`src/rtl/pc_redirect_unit.sv`:
```
// Program counter owner: accepts redirect targets, flushes fetch for a fixed
// window after a redirect, and traps (sticky until reset) on misaligned targets.
module pc_redirect_unit #(
    parameter int                   WORD_SIZE    = 32,
    parameter logic [WORD_SIZE-1:0] RESET_PC     = '0,
    parameter int                   FLUSH_CYCLES = 2
) (
    input  logic                 clk_i,
    input  logic                 reset_i,
    input  logic                 stall_i,
    input  logic                 redir_valid_i,
    input  logic [1:0]           redir_kind_i,
    input  logic [WORD_SIZE-1:0] redir_target_i,
    output logic                 redir_ready_o,
    output logic [WORD_SIZE-1:0] pc_o,
    output logic [WORD_SIZE-1:0] pc_plus4_o,
    output logic                 fetch_valid_o,
    output logic                 flush_o,
    output logic                 misalign_trap_o,
    output logic [WORD_SIZE-1:0] trap_pc_o
);

    localparam logic [3:0] FLUSH_CNT = 4'(FLUSH_CYCLES);
    localparam logic [1:0] KIND_JALR = 2'b10;
    localparam logic [1:0] KIND_RSVD = 2'b11;

    typedef enum logic [1:0] {
        ST_RUN   = 2'd0,
        ST_FLUSH = 2'd1,
        ST_TRAP  = 2'd2
    } state_t;

    state_t               state_q;
    logic [3:0]           cnt_q;
    logic [WORD_SIZE-1:0] pc_q, pc_d;
    logic [WORD_SIZE-1:0] trap_pc_q;

    logic [WORD_SIZE-1:0] eff_target;
    logic                 misaligned;
    logic                 accept;

    always_comb begin
        eff_target = redir_target_i;
        if (redir_kind_i == KIND_JALR) eff_target[0] = 1'b0;
    end

    assign misaligned = (eff_target[1:0] != 2'b00);
    assign accept     = redir_valid_i && redir_ready_o && (redir_kind_i != KIND_RSVD);

    // Redirect beats stall; a misaligned redirect leaves the PC where it is.
    always_comb begin
        pc_d = pc_q;
        if (state_q == ST_RUN) begin
            if (accept) begin
                if (!misaligned) pc_d = eff_target;
            end else if (!stall_i) begin
                pc_d = pc_q + WORD_SIZE'(4);
            end
        end
    end

    always_ff @(posedge clk_i) begin
        if (reset_i) begin
            state_q   <= ST_RUN;
            cnt_q     <= 4'd0;
            pc_q      <= RESET_PC;
            trap_pc_q <= '0;
        end else begin
            pc_q <= pc_d;
            unique case (state_q)
                ST_RUN: begin
                    if (accept && misaligned) begin
                        state_q   <= ST_TRAP;
                        trap_pc_q <= eff_target;
                    end else if (accept) begin
                        state_q <= ST_FLUSH;
                        cnt_q   <= FLUSH_CNT;
                    end
                end
                ST_FLUSH: begin
                    cnt_q <= cnt_q - 4'd1;
                    if (cnt_q == 4'd1) state_q <= ST_RUN;
                end
                ST_TRAP: ;
                default: state_q <= ST_RUN;
            endcase
        end
    end

    // Status outputs are forced quiet while reset is held.
    assign redir_ready_o   = (state_q == ST_RUN) && !reset_i;
    assign fetch_valid_o   = (state_q == ST_RUN) && !reset_i;
    assign flush_o         = (state_q != ST_RUN) && !reset_i;
    assign misalign_trap_o = (state_q == ST_TRAP) && !reset_i;
    assign pc_o            = pc_q;
    assign pc_plus4_o      = pc_q + WORD_SIZE'(4);
    assign trap_pc_o       = trap_pc_q;

endmodule
```
`config.mk`:
```
export PLATFORM = sky130hd
export DESIGN_NAME = pc_redirect_unit
export DESIGN_NICKNAME = d
export VERILOG_FILES = /design/src/rtl/pc_redirect_unit.sv
export SDC_FILE = /design/constraint.sdc
export NUM_CORES = 1
export LEC_CHECK = 0
export BUFFER_PORTS_ARGS = -buffer_cell sky130_fd_sc_hd__buf_2
export CAP_MARGIN = 0
export CORE_ASPECT_RATIO = 1.75
export CORE_MARGIN = 8
export CORE_UTILIZATION = 45
export CTS_CLUSTER_DIAMETER = 150
export DETAILED_ROUTE_END_ITERATION = 8
export PLACE_DENSITY = 0.77
export SKIP_LAST_GASP = 1
export SLEW_MARGIN = 20
export SYNTH_ARGS = -nofsm -noshare
export SYNTH_HDL_FRONTEND = slang
export SYNTH_SLANG_ARGS = --single-unit
```
`constraint.sdc`:
```
create_clock -name clk_i -period 1.9 [get_ports clk_i]
set_clock_uncertainty 0.1 [all_clocks]
set_input_delay 0.38 -clock clk_i [delete_from_list [all_inputs] [get_ports clk_i]]
set_output_delay 0.38 -clock clk_i [all_outputs]
set_load 0.01 [all_outputs]
```
==> flow_metrics.tcl, run 1 <==
set metrics [dict create \
    fmax_mhz 411 \
    multi_input_area_sq_mm 0.00240 \
    grt_max_degree 54 \
    place_hpwl_um 10400 \
    synth_edf_count 0 \
    synthTopCellsByArea "dfxtp_1, nand2_1, a21oi_1, xnor2_1, xor2_1" \
    async_reset_ff_share_pct 0 \
    grt_pass1_vias 4605 \
    fin_tns_setup_ns -9.28 \
    worstSetupEndpointType "output port" \
    final_util_pct 75.8 \
    crit_start "pc_o[2]" \
    synth.avg_cell_area_sq_um 8.04 \
    ys_ff_latch 70 \
    drive_gt1_share_pct 50.4 \
    cts.reportedPaths.clkPinSlew_ns 0.06 \
    num_rows 43 \
    final-seq-area_sq_mm 0.00144 \
    grt_use_total_pct 24.2 \
    worstPathRequired_ns 1.42 \
    cts_tree "yes" \
    cts_buffers 9 \
    io_pins 138 \
    initial_core_util_pct 46.1 \
    diodes 0 \
    antenna_found_initial 0 \
    path_class "reg -> out" \
    cp_data_arrival_time_ns 1.95 \
    cp_num_buf_inv 1 \
    start_kind "register" \
    drv_cap 0 \
    routedWlPerCell_um 19.4 \
    finalNetCount 722 \
    ys_types 58 \
    seq_area_frac_synth_pct 38.7 \
    die-area_sq_mm 0.0113 \
    p_per_area_mw_per_mm2 724 \
    critPathMaxStageDelay_ns 0.39 \
    hold_violations 0 \
    fin_hold_ws_ns 0.184 \
    finalSetupViolations 31 \
    synth_nets 492 \
    final_common_cell "buf_2" \
    violations "setup timing" \
    drt_iter0_drc 332 \
    htreeDepth 3 \
    clk_latency_ns 0.34 \
    grt_pass1_wl_um 22200 \
    syn-cell-area_sq_mm 0.00362 \
    critPathTopFamily "simple AND/OR/NAND/NOR gates" \
    synthCells 451 \
    vias_per_cell 5.75 \
    clock-sinks 70 \
    worst_slew_pin_slew_ns 0.444 \
    design.core.area_sq_mm 0.00786 \
    grt_setup_unrepaired "true" \
    vias 4461 \
    globalRoute.totalOverflow 0 \
    syn_to_final_growth_pct 64.2 \
    root_buffer "clkbuf_16" \
    period_needed_ns 2.43 \
    synth_flop_cell "dfxtp_1" \
    final_cell_mix "buf_2, buf_4, nand2_1" \
    yosysTopAreaCell "dfxtp_1" \
    gp_congestion 0.920 \
    worst_hold_startpoint "redir_target_i[4]" \
    die_w_um 83.8 \
    io_buffers 137 \
    peakVddDrop_uv 921 \
    finalCritPeriodShare_pct 128 \
    fill_cells 531 \
    yosysTopAreaCellShare_pct 38.7 \
    wirelength_um 15000 \
    p_leak_nw 2.91 \
    die_h_um 135 \
    crit_chain "ha_4, and3_4, nand4_1, nor3_2, xor2_1, buf_2" \
    cts_hold_buf 0 \
    hold_class "in -> reg" \
    ys_warn_count 0 \
    dr.pass1.iters 5 \
    slew_violations 0 \
    slowest_stage "dfxtp_4" \
    setup_slack_ns -0.532 \
    r2r_start "pc_o[2]" \
    status "complete, but fails checks" \
    clockBufferDepth 2 \
    ant_nets 0 \
    worstPathMaxFanout 5 \
    route.detailed.drc 0 \
    relSlewSlack_pct 70.4 \
]
-- synthesized netlist by cell type (2+ instances only) --
library cell,count
nand2_1,87
dfxtp_1,70
a21oi_1,53
nor2_1,24
nand3_1,19
xnor2_1,19
buf_2,12
clkbuf_1,12
xor2_1,12
and3_1,11
inv_1,11
o21ai_0,11
nor3_1,9
a32o_1,8
a22o_1,6
a21o_1,5
and2_1,5
buf_4,5
nand4_1,5
o32ai_1,5
a31o_2,4
and4_1,4
nand2b_1,4
ha_1,3
mux2i_1,3
nand4b_1,3
nor4_1,3
nand3b_1,2
nor2_2,2
nor2b_1,2
nor3b_1,2
o21a_1,2
o31a_1,2
or3_1,2
-- stage by stage --
step	cells	setup WS, ns	instance area (sq um)	power [W]
5_1_grt	776	-0.551	5950	0.00444
3_3_place_gp	739	-0.169	5050	0.00228
3_5_place_dp	739	-0.258	5050	0.00230
6_report	776	-0.532	5950	0.00431
2_1_floorplan	451	-0.0272	3690	0.00195
4_1_cts	769	-0.439	5700	0.00428
-- power by group --
group / leakage, nW / internal [W] / switching (W)
clock: 0.170 / 0.00135 / 0.000633
combinational: 2.17 / 0.000325 / 0.000416
sequential: 0.577 / 0.00153 / 0.0000517
total: 2.91 / 0.00321 / 0.00110
-- worst min-delay path, delay by kind of cell --
| kind | cells | cell delay [ns] |
|---|---|---|
| buf+inv | 1 | 0.10 |
| simple gates | 1 | 0.05 |
| compound gates | 1 | 0.05 |
-- path summary, 6_finish.rpt --
kind | end | slack (ns) | depth (start not counted)
worst min register to register | trap_pc_o[28] | 0.35 | 2
worst max-delay path | pc_plus4_o[28] | -0.53 | 6
worst max register to register | pc_o[22] | -0.08 | 9
worst min-delay path | trap_pc_o[4] | 0.18 | 3
-- metal layers --
layer,vias to the layer above,routed length [um],share of wire (%),global-route usage [%]
li1,2048,-,-,-
met1,2161,5240,35,22.4
met2,199,8070,54,44.6
met3,53,999,6.6,6.69
met4,0,725,4.8,15.9
met5,-,0,0,0
-- registers in the layout (all words and copies together), names as in the netlist --
| name | count |
|---|---|
| trap_pc_o | 32 |
| state_q | 2 |
| cnt_q | 4 |
| pc_o | 32 |
-- final cells by class --
type                            count  share of cell area (%)
Multi-Input combinational cell    339                    40.4
Sequential cell                    70                    24.1
Timing Repair Buffer              249                    27.0
Inverter                           12                   0.757
Tap cell                           90                    1.89
Clock inverter                      3                    1.51
Clock buffer                       13                    4.37
-- what timing repair did --
action                     4_1_cts  5_1_grt
hold endpoints to repair         0        0
gates resized for setup         47       46
setup endpoints to repair       56       53
setup buffers                   16       17
cloned                           0        0
pin swaps                       22       31
-- kinds of logic after synthesis --
logic type	count (synthesis)	share of synthesized area, %
flip-flops	70	38.7
XOR/XNOR	31	7.49
adder cells (fa/ha/maj)	3	1.04
multiplexers	4	1.14
AO/OA/AOI/OAI	109	20.4
buffers and inverters	42	5.28
AND/OR/NAND/NOR	192	26.0
(Power assumes the default switching activity.)
==> run 2: changes to the inputs <==
--- a/config.mk
+++ b/config.mk
@@ -9,10 +9,10 @@
 export CAP_MARGIN = 0
 export CORE_ASPECT_RATIO = 1.75
 export CORE_MARGIN = 8
-export CORE_UTILIZATION = 45
+export CORE_UTILIZATION = 49
 export CTS_CLUSTER_DIAMETER = 150
 export DETAILED_ROUTE_END_ITERATION = 8
-export PLACE_DENSITY = 0.77
+export PLACE_DENSITY = 0.8
 export SKIP_LAST_GASP = 1
 export SLEW_MARGIN = 20
 export SYNTH_ARGS = -nofsm -noshare
==> constraint.sdc (replaced) <==
create_clock -name clk_i -period 2.5 [get_ports clk_i]
set_clock_uncertainty 0.1 [all_clocks]
set_input_delay 0.5 -clock clk_i [delete_from_list [all_inputs] [get_ports clk_i]]
set_output_delay 0.5 -clock clk_i [all_outputs]
set_load 0.01 [all_outputs]
==> run 2 against run 1 <==
Effect of this change:
- the flow now finishes without violations
- non-clock buffer count shrank 62
- combinational power shrank 35%
- count of clock-buffer cells in the layout shrank 2
- clock power shrank 37%
- sequential share of layout area grew 4.1 points
- final cell count shrank 8.6%
- first-iteration DRC count grew 14%
- via count shrank 8.0%
- worst hold slack gained 0.13 ns
- critical endpoint is now pc_plus4_o[31]
- largest cell class unchanged
- highest routed layer unchanged
==> flow_metrics.tcl, run 2 (same netlist as run 1, synthesis figures left out) <==
set metrics [dict create \
    syn_to_final_growth_pct 39.8 \
    cts_buffers 9 \
    routedWlPerCell_um 18.7 \
    finalCritPeriodShare_pct 99.3 \
    cp_data_arrival_time_ns 1.88 \
    cts_tree "yes" \
    p_comb_share_pct 16.3 \
    internal_power_w 0.00215 \
    worst_hold_startpoint "redir_target_i[22]" \
    final_common_cell "buf_2" \
    grt_pass1_wl_um 19900 \
    route.detailed.drc 0 \
    fin_tns_setup_ns 0 \
    clkPwrFrac_pct 42.8 \
    crit_start "pc_o[13]" \
    dr.pass1.iters 5 \
    p_per_area_mw_per_mm2 582 \
    critPathMaxStageDelay_ns 0.44 \
    antenna_found_initial 0 \
    wirelength_um 13200 \
    root_buffer "clkbuf_16" \
    grt_pass1_vias 4014 \
    critPathTopFamily "simple AND/OR/NAND/NOR gates" \
    initial_core_util_pct 50.5 \
    fin_hold_ws_ns 0.314 \
    globalRoute.totalOverflow 0 \
    r2r_start "state_q[0]" \
    drv_cap 0 \
    r2r-end "pc_o[17]" \
    cp.depth 5 \
    vias 4106 \
    htreeDepth 3 \
    grt_max_degree 52 \
    cts.reportedPaths.clkPinSlew_ns 0.06 \
    finalNetCount 660 \
    io_buffers 137 \
    period_needed_ns 2.48 \
    diodes 0 \
    hold_class "in -> reg" \
    crit_chain "and2_1, nand3_4, nor4_4, xor2_1, buf_2" \
    grt_setup_unrepaired "true" \
    grt_use_total_pct 24.2 \
    slew_violations 0 \
    worst_slew_pin_slew_ns 1.07 \
    endpoint "pc_plus4_o[31]" \
    die_h_um 130 \
    finalPower_w 0.00295 \
    p_leak_nw 2.33 \
    worstPathMaxFanout 8 \
    gp_congestion 0.918 \
    hold_violations 0 \
    relSlewSlack_pct 28.4 \
    final_util_pct 70.6 \
    slowest_stage "dfxtp_1" \
    r2r_setup_slack_ns 0.24 \
    design.core.area_sq_mm 0.00718 \
    start_kind "register" \
    drt_iter0_drc 378 \
    fmax_mhz 403 \
    die-area_sq_mm 0.0105 \
    worstSetupEndpointType "output port" \
    status "complete, no violations" \
    power.switching_w 0.000803 \
    die_w_um 81.0 \
    cp_num_buf_inv 1 \
    peakVddDrop_uv 418 \
    p_sw_share_pct 27.2 \
    num_rows 41 \
    clock-sinks 70 \
    final_cell_mix "buf_2, nand2_1, dfxtp_1" \
    final_cells 709 \
    drive_gt1_share_pct 39.3 \
    place_inst 678 \
    clockBufferDepth 2 \
    path_class "reg -> out" \
    clk_latency_ns 0.34 \
    finalSetupViolations 0 \
    p_seq_share_pct 40.9 \
    vias_per_cell 5.79 \
    place_hpwl_um 9640 \
    ant_nets 0 \
    reg2reg_depth 6 \
    worstPathRequired_ns 1.90 \
    io_pins 138 \
]
## run 2: worst min-delay path: cells and delay by family
kind | cells | cell delay (ns)
simple gates | 1 | 0.05
compound gates | 1 | 0.05
buf+inv | 1 | 0.11
## run 2: worst min path at each step
stage,endpoint,slack [ns],cells after the start
2_1_floorplan,trap_pc_o[0],0.38,2
3_3_place_gp,trap_pc_o[19],0.34,2
5_1_grt,trap_pc_o[6],0.32,3
4_1_cts,trap_pc_o[22],0.31,3
3_5_place_dp,trap_pc_o[19],0.35,2
6_report,trap_pc_o[22],0.31,3
## run 2: stage by stage
stage	worst slack, ns	instance area [sq um]
final	0.0170	5070
after global routing	-0.0567	5070
after CTS	-0.0218	4930
after detailed placement	-0.0275	4530
after global placement	0.0163	4530
after floorplan	0.369	3620
## run 2: repair_timing
| item | in CTS | in global routing |
|---|---|---|
| buffers inserted | 4 | 12 |
| hold buffers | 0 | 0 |
| cloned | 0 | 0 |
| setup endpoints to repair | 14 | 15 |
| pin swaps | 5 | 10 |
| resized for setup | 25 | 16 |
## run 2: power by group through the flow
stage	registers, W	logic (W)	clock network [W]
finish	0.00121	0.000482	0.00126
CTS	0.00120	0.000466	0.00127
global placement	0.00122	0.000453	0
detailed placement	0.00122	0.000460	0
global route	0.00121	0.000516	0.00132
floorplan	0.00125	0.000227	0
## run 2: final cells by class
cell class                      instances  area [sq um]
Fill cell                             589          2110
Timing Repair Buffer                  187          1070
Clock buffer                           11           243
Multi-Input combinational cell        339          2120
Clock inverter                          4          47.5
Tap cell                               86           108
Sequential cell                        70          1430
Inverter                               12          45.0
## run 2: routing by layer
metal	global-route usage, %	vias up	share of wire [%]	routed length (um)
met5	0	-	0	0
met4	16.4	0	3.8	501
met3	5.23	40	7.6	1010
met2	41.7	202	53	6960
met1	25.2	1938	36	4780
li1	-	1926	-	-
==> run 3: changes to the inputs <==
--- a/config.mk
+++ b/config.mk
@@ -5,11 +5,12 @@
 export SDC_FILE = /design/constraint.sdc
 export NUM_CORES = 1
 export LEC_CHECK = 0
+export ABC_AREA = 1
 export BUFFER_PORTS_ARGS = -buffer_cell sky130_fd_sc_hd__buf_2
 export CAP_MARGIN = 0
 export CORE_ASPECT_RATIO = 1.75
 export CORE_MARGIN = 8
-export CORE_UTILIZATION = 49
+export CORE_UTILIZATION = 50
 export CTS_CLUSTER_DIAMETER = 150
 export DETAILED_ROUTE_END_ITERATION = 8
 export PLACE_DENSITY = 0.8
==> run 3 against run 2 <==
Effect of this change:
- synthesized cell count rose by 34%
- non-clock buffer count is 40 lower
- worst hold slack gained 0.022 ns
- total power grew 12%
- count of clock-buffer cells in the layout up 2
- synthesized area rose by 6.0%
- final cell count increased by 17%
- global-route usage is 1.2 points lower
- setup slack improved by 0.056 ns
- critical path type unchanged
- largest cell class unchanged
- largest power group is now registers
==> flow_metrics.tcl, run 3 <==
set metrics [dict create \
    status "complete, no violations" \
    grt_pass1_vias 4255 \
    route.detailed.drc 0 \
    synthCells 606 \
    peakVddDrop_uv 512 \
    io_buffers 137 \
    clock-sinks 70 \
    setup_slack_ns 0.0727 \
    worstPathRequired_ns 1.90 \
    hold_class "in -> reg" \
    internal_power_w 0.00226 \
    slowest_stage "dfxtp_4" \
    dr.pass1.iters 5 \
    r2r_start "state_q[1]" \
    ys_ff_latch 70 \
    clk_latency_ns 0.33 \
    finalCritPeriodShare_pct 97.1 \
    power.switching_w 0.00106 \
    seq_area_frac_synth_pct 36.5 \
    p_seq_share_pct 40.3 \
    ys_types 29 \
    grt_use_total_pct 23.0 \
    io_pins 138 \
    relSlewSlack_pct 72.4 \
    initial_core_util_pct 51.1 \
    cts.reportedPaths.clkPinSlew_ns 0.05 \
    yosysTopAreaCellShare_pct 36.5 \
    worstPathMaxFanout 5 \
    hold_violations 0 \
    ant_nets 0 \
    critPathMaxStageDelay_ns 0.36 \
    final_cell_mix "nand2_1, buf_2, nor2_1" \
    start_kind "register" \
    drive_gt1_share_pct 27.5 \
    cp_data_arrival_time_ns 1.83 \
    synth_flop_cell "dfxtp_1" \
    design.core.area_sq_mm 0.00751 \
    vias_per_cell 5.22 \
    p_per_area_mw_per_mm2 672 \
    final_common_cell "nand2_1" \
    synth.avg_cell_area_sq_um 6.34 \
    routedWlPerCell_um 15.2 \
    crit_start "pc_o[2]" \
    syn_to_final_growth_pct 28.4 \
    finalSetupViolations 0 \
    path_class "reg -> out" \
    place_hpwl_um 9480 \
    fmax_mhz 412 \
    synthTopCellsByArea "dfxtp_1, nand2_1, nor2_1, o21ai_0, nand3_1" \
    async_reset_ff_share_pct 0 \
    yosysTopAreaCell "dfxtp_1" \
    synth_edf_count 0 \
    slew_violations 0 \
    synth_nets 647 \
    worstSetupEndpointType "output port" \
    worst_hold_startpoint "redir_target_i[22]" \
    clkPwrFrac_pct 35.7 \
    gp_congestion 0.929 \
    cts_tree "yes" \
    die_w_um 82.3 \
    vias 4327 \
    fin_hold_ws_ns 0.336 \
    htreeDepth 3 \
    finalPower_w 0.00332 \
    drv_cap 0 \
    die-area_sq_mm 0.0109 \
    globalRoute.totalOverflow 0 \
    period_needed_ns 2.43 \
    p_comb_share_pct 24.0 \
    grt_max_degree 45 \
    fill_cells 703 \
    clockBufferDepth 2 \
    p_leak_nw 2.48 \
    worst_slew_pin_slew_ns 0.414 \
    grt_pass1_wl_um 19800 \
    place_ws_ns 0.172 \
    syn-cell-area_sq_mm 0.00384 \
    finalNetCount 777 \
    p_sw_share_pct 32.0 \
    final-seq-area_sq_mm 0.00141 \
    crit_chain "ha_2, nand2_1, nor2_4, nand2_4, nor2_4, nand2_1, and2_1, buf_2" \
    ys_warn_count 0 \
    drt_iter0_drc 194 \
    synth_commonest_cells "nand2_1, nor2_1, dfxtp_1" \
    diodes 0 \
    antenna_found_initial 0 \
    wirelength_um 12600 \
    yosysMostFrequentCell "nand2_1" \
    root_buffer "clkbuf_16" \
    cts_hold_buf 0 \
    cts_buffers 9 \
    multi_input_area_sq_mm 0.00217 \
    grt_setup_unrepaired "true" \
    final_util_pct 65.7 \
    die_h_um 132 \
    num_rows 42 \
]
[run 3: changes by cell type after synthesis, sizes merged, moves of 8 or more]
cell | previous run | this run
a21oi | 53 | 19
a32o | 8 | 0
and3 | 11 | 0
inv | 12 | 49
nand2 | 87 | 161
nand3 | 20 | 44
nor2 | 26 | 130
nor3 | 10 | 1
o21ai | 11 | 67
or2 | 2 | 14
xnor2 | 19 | 4
[run 3: critical path, delay by kind of cell (launching register included)]
kind / cells / cell delay (ns)
and+or+nand+nor: 6 / 0.82
DFF: 1 / 0.36
adders and majority gates: 1 / 0.19
buffers and inverters: 1 / 0.14
[run 3: cell type report]
class / instances / area share [%]
multi-input combinational: 459 / 44.0
inverter: 49 / 3.73
tap: 88 / 2.23
sequential: 70 / 28.5
clock inverter: 3 / 0.380
clock buffer: 13 / 5.27
timing repair buffer: 147 / 15.9
[run 3: cells by family (layout without fill, tap and decap cells)]
group	Yosys count	count (layout)	synth area share [%]
AO/OA/AOI/OAI	88	88	11.6
buffers and inverters	77	212	9.15
XOR/XNOR	11	11	2.51
AND/OR/NAND/NOR	357	357	39.3
flip-flops	70	70	36.5
adder cells (fa/ha/maj)	3	3	0.977
[run 3: per-stage QoR]
stage,setup TNS (ns),cells,area (sq um)
global placement,0,812,4560
floorplan,0,606,3840
detailed placement,0,812,4560
CTS,-0.00329,828,4880
finish,0,829,4930
global route,-0.263,829,4930
[run 3: routing by layer]
metal,up-vias,routed length (um),global-route usage [%]
met2,166,6420,38.7
li1,2159,-,-
met3,40,991,6.15
met5,-,0,0
met4,0,727,15.0
met1,1962,4430,23.5
[run 3: repair_timing]
item,CTS,global route
resized for setup,10,16
endpoints found under the setup margin,9,23
setup buffers,0,1
pin swaps,0,4
[run 3: power by group through the flow]
| stage | registers (W) | clock network (W) | logic [W] |
|---|---|---|---|
| 3_3_place_gp | 0.00135 | 0 | 0.000777 |
| 2_1_floorplan | 0.00138 | 0 | 0.000452 |
| 3_5_place_dp | 0.00136 | 0 | 0.000793 |
| 5_1_grt | 0.00135 | 0.00125 | 0.000892 |
| 4_1_cts | 0.00133 | 0.00122 | 0.000800 |
| 6_report | 0.00134 | 0.00118 | 0.000797 |
[run 3: worst paths after layout]
kind	to	slack [ns]	cells after the start
max	pc_plus4_o[18]	0.07	8
min	trap_pc_o[22]	0.34	3
max reg2reg	cnt_q[3]	0.64	9
min reg2reg	pc_o[1]	0.35	2
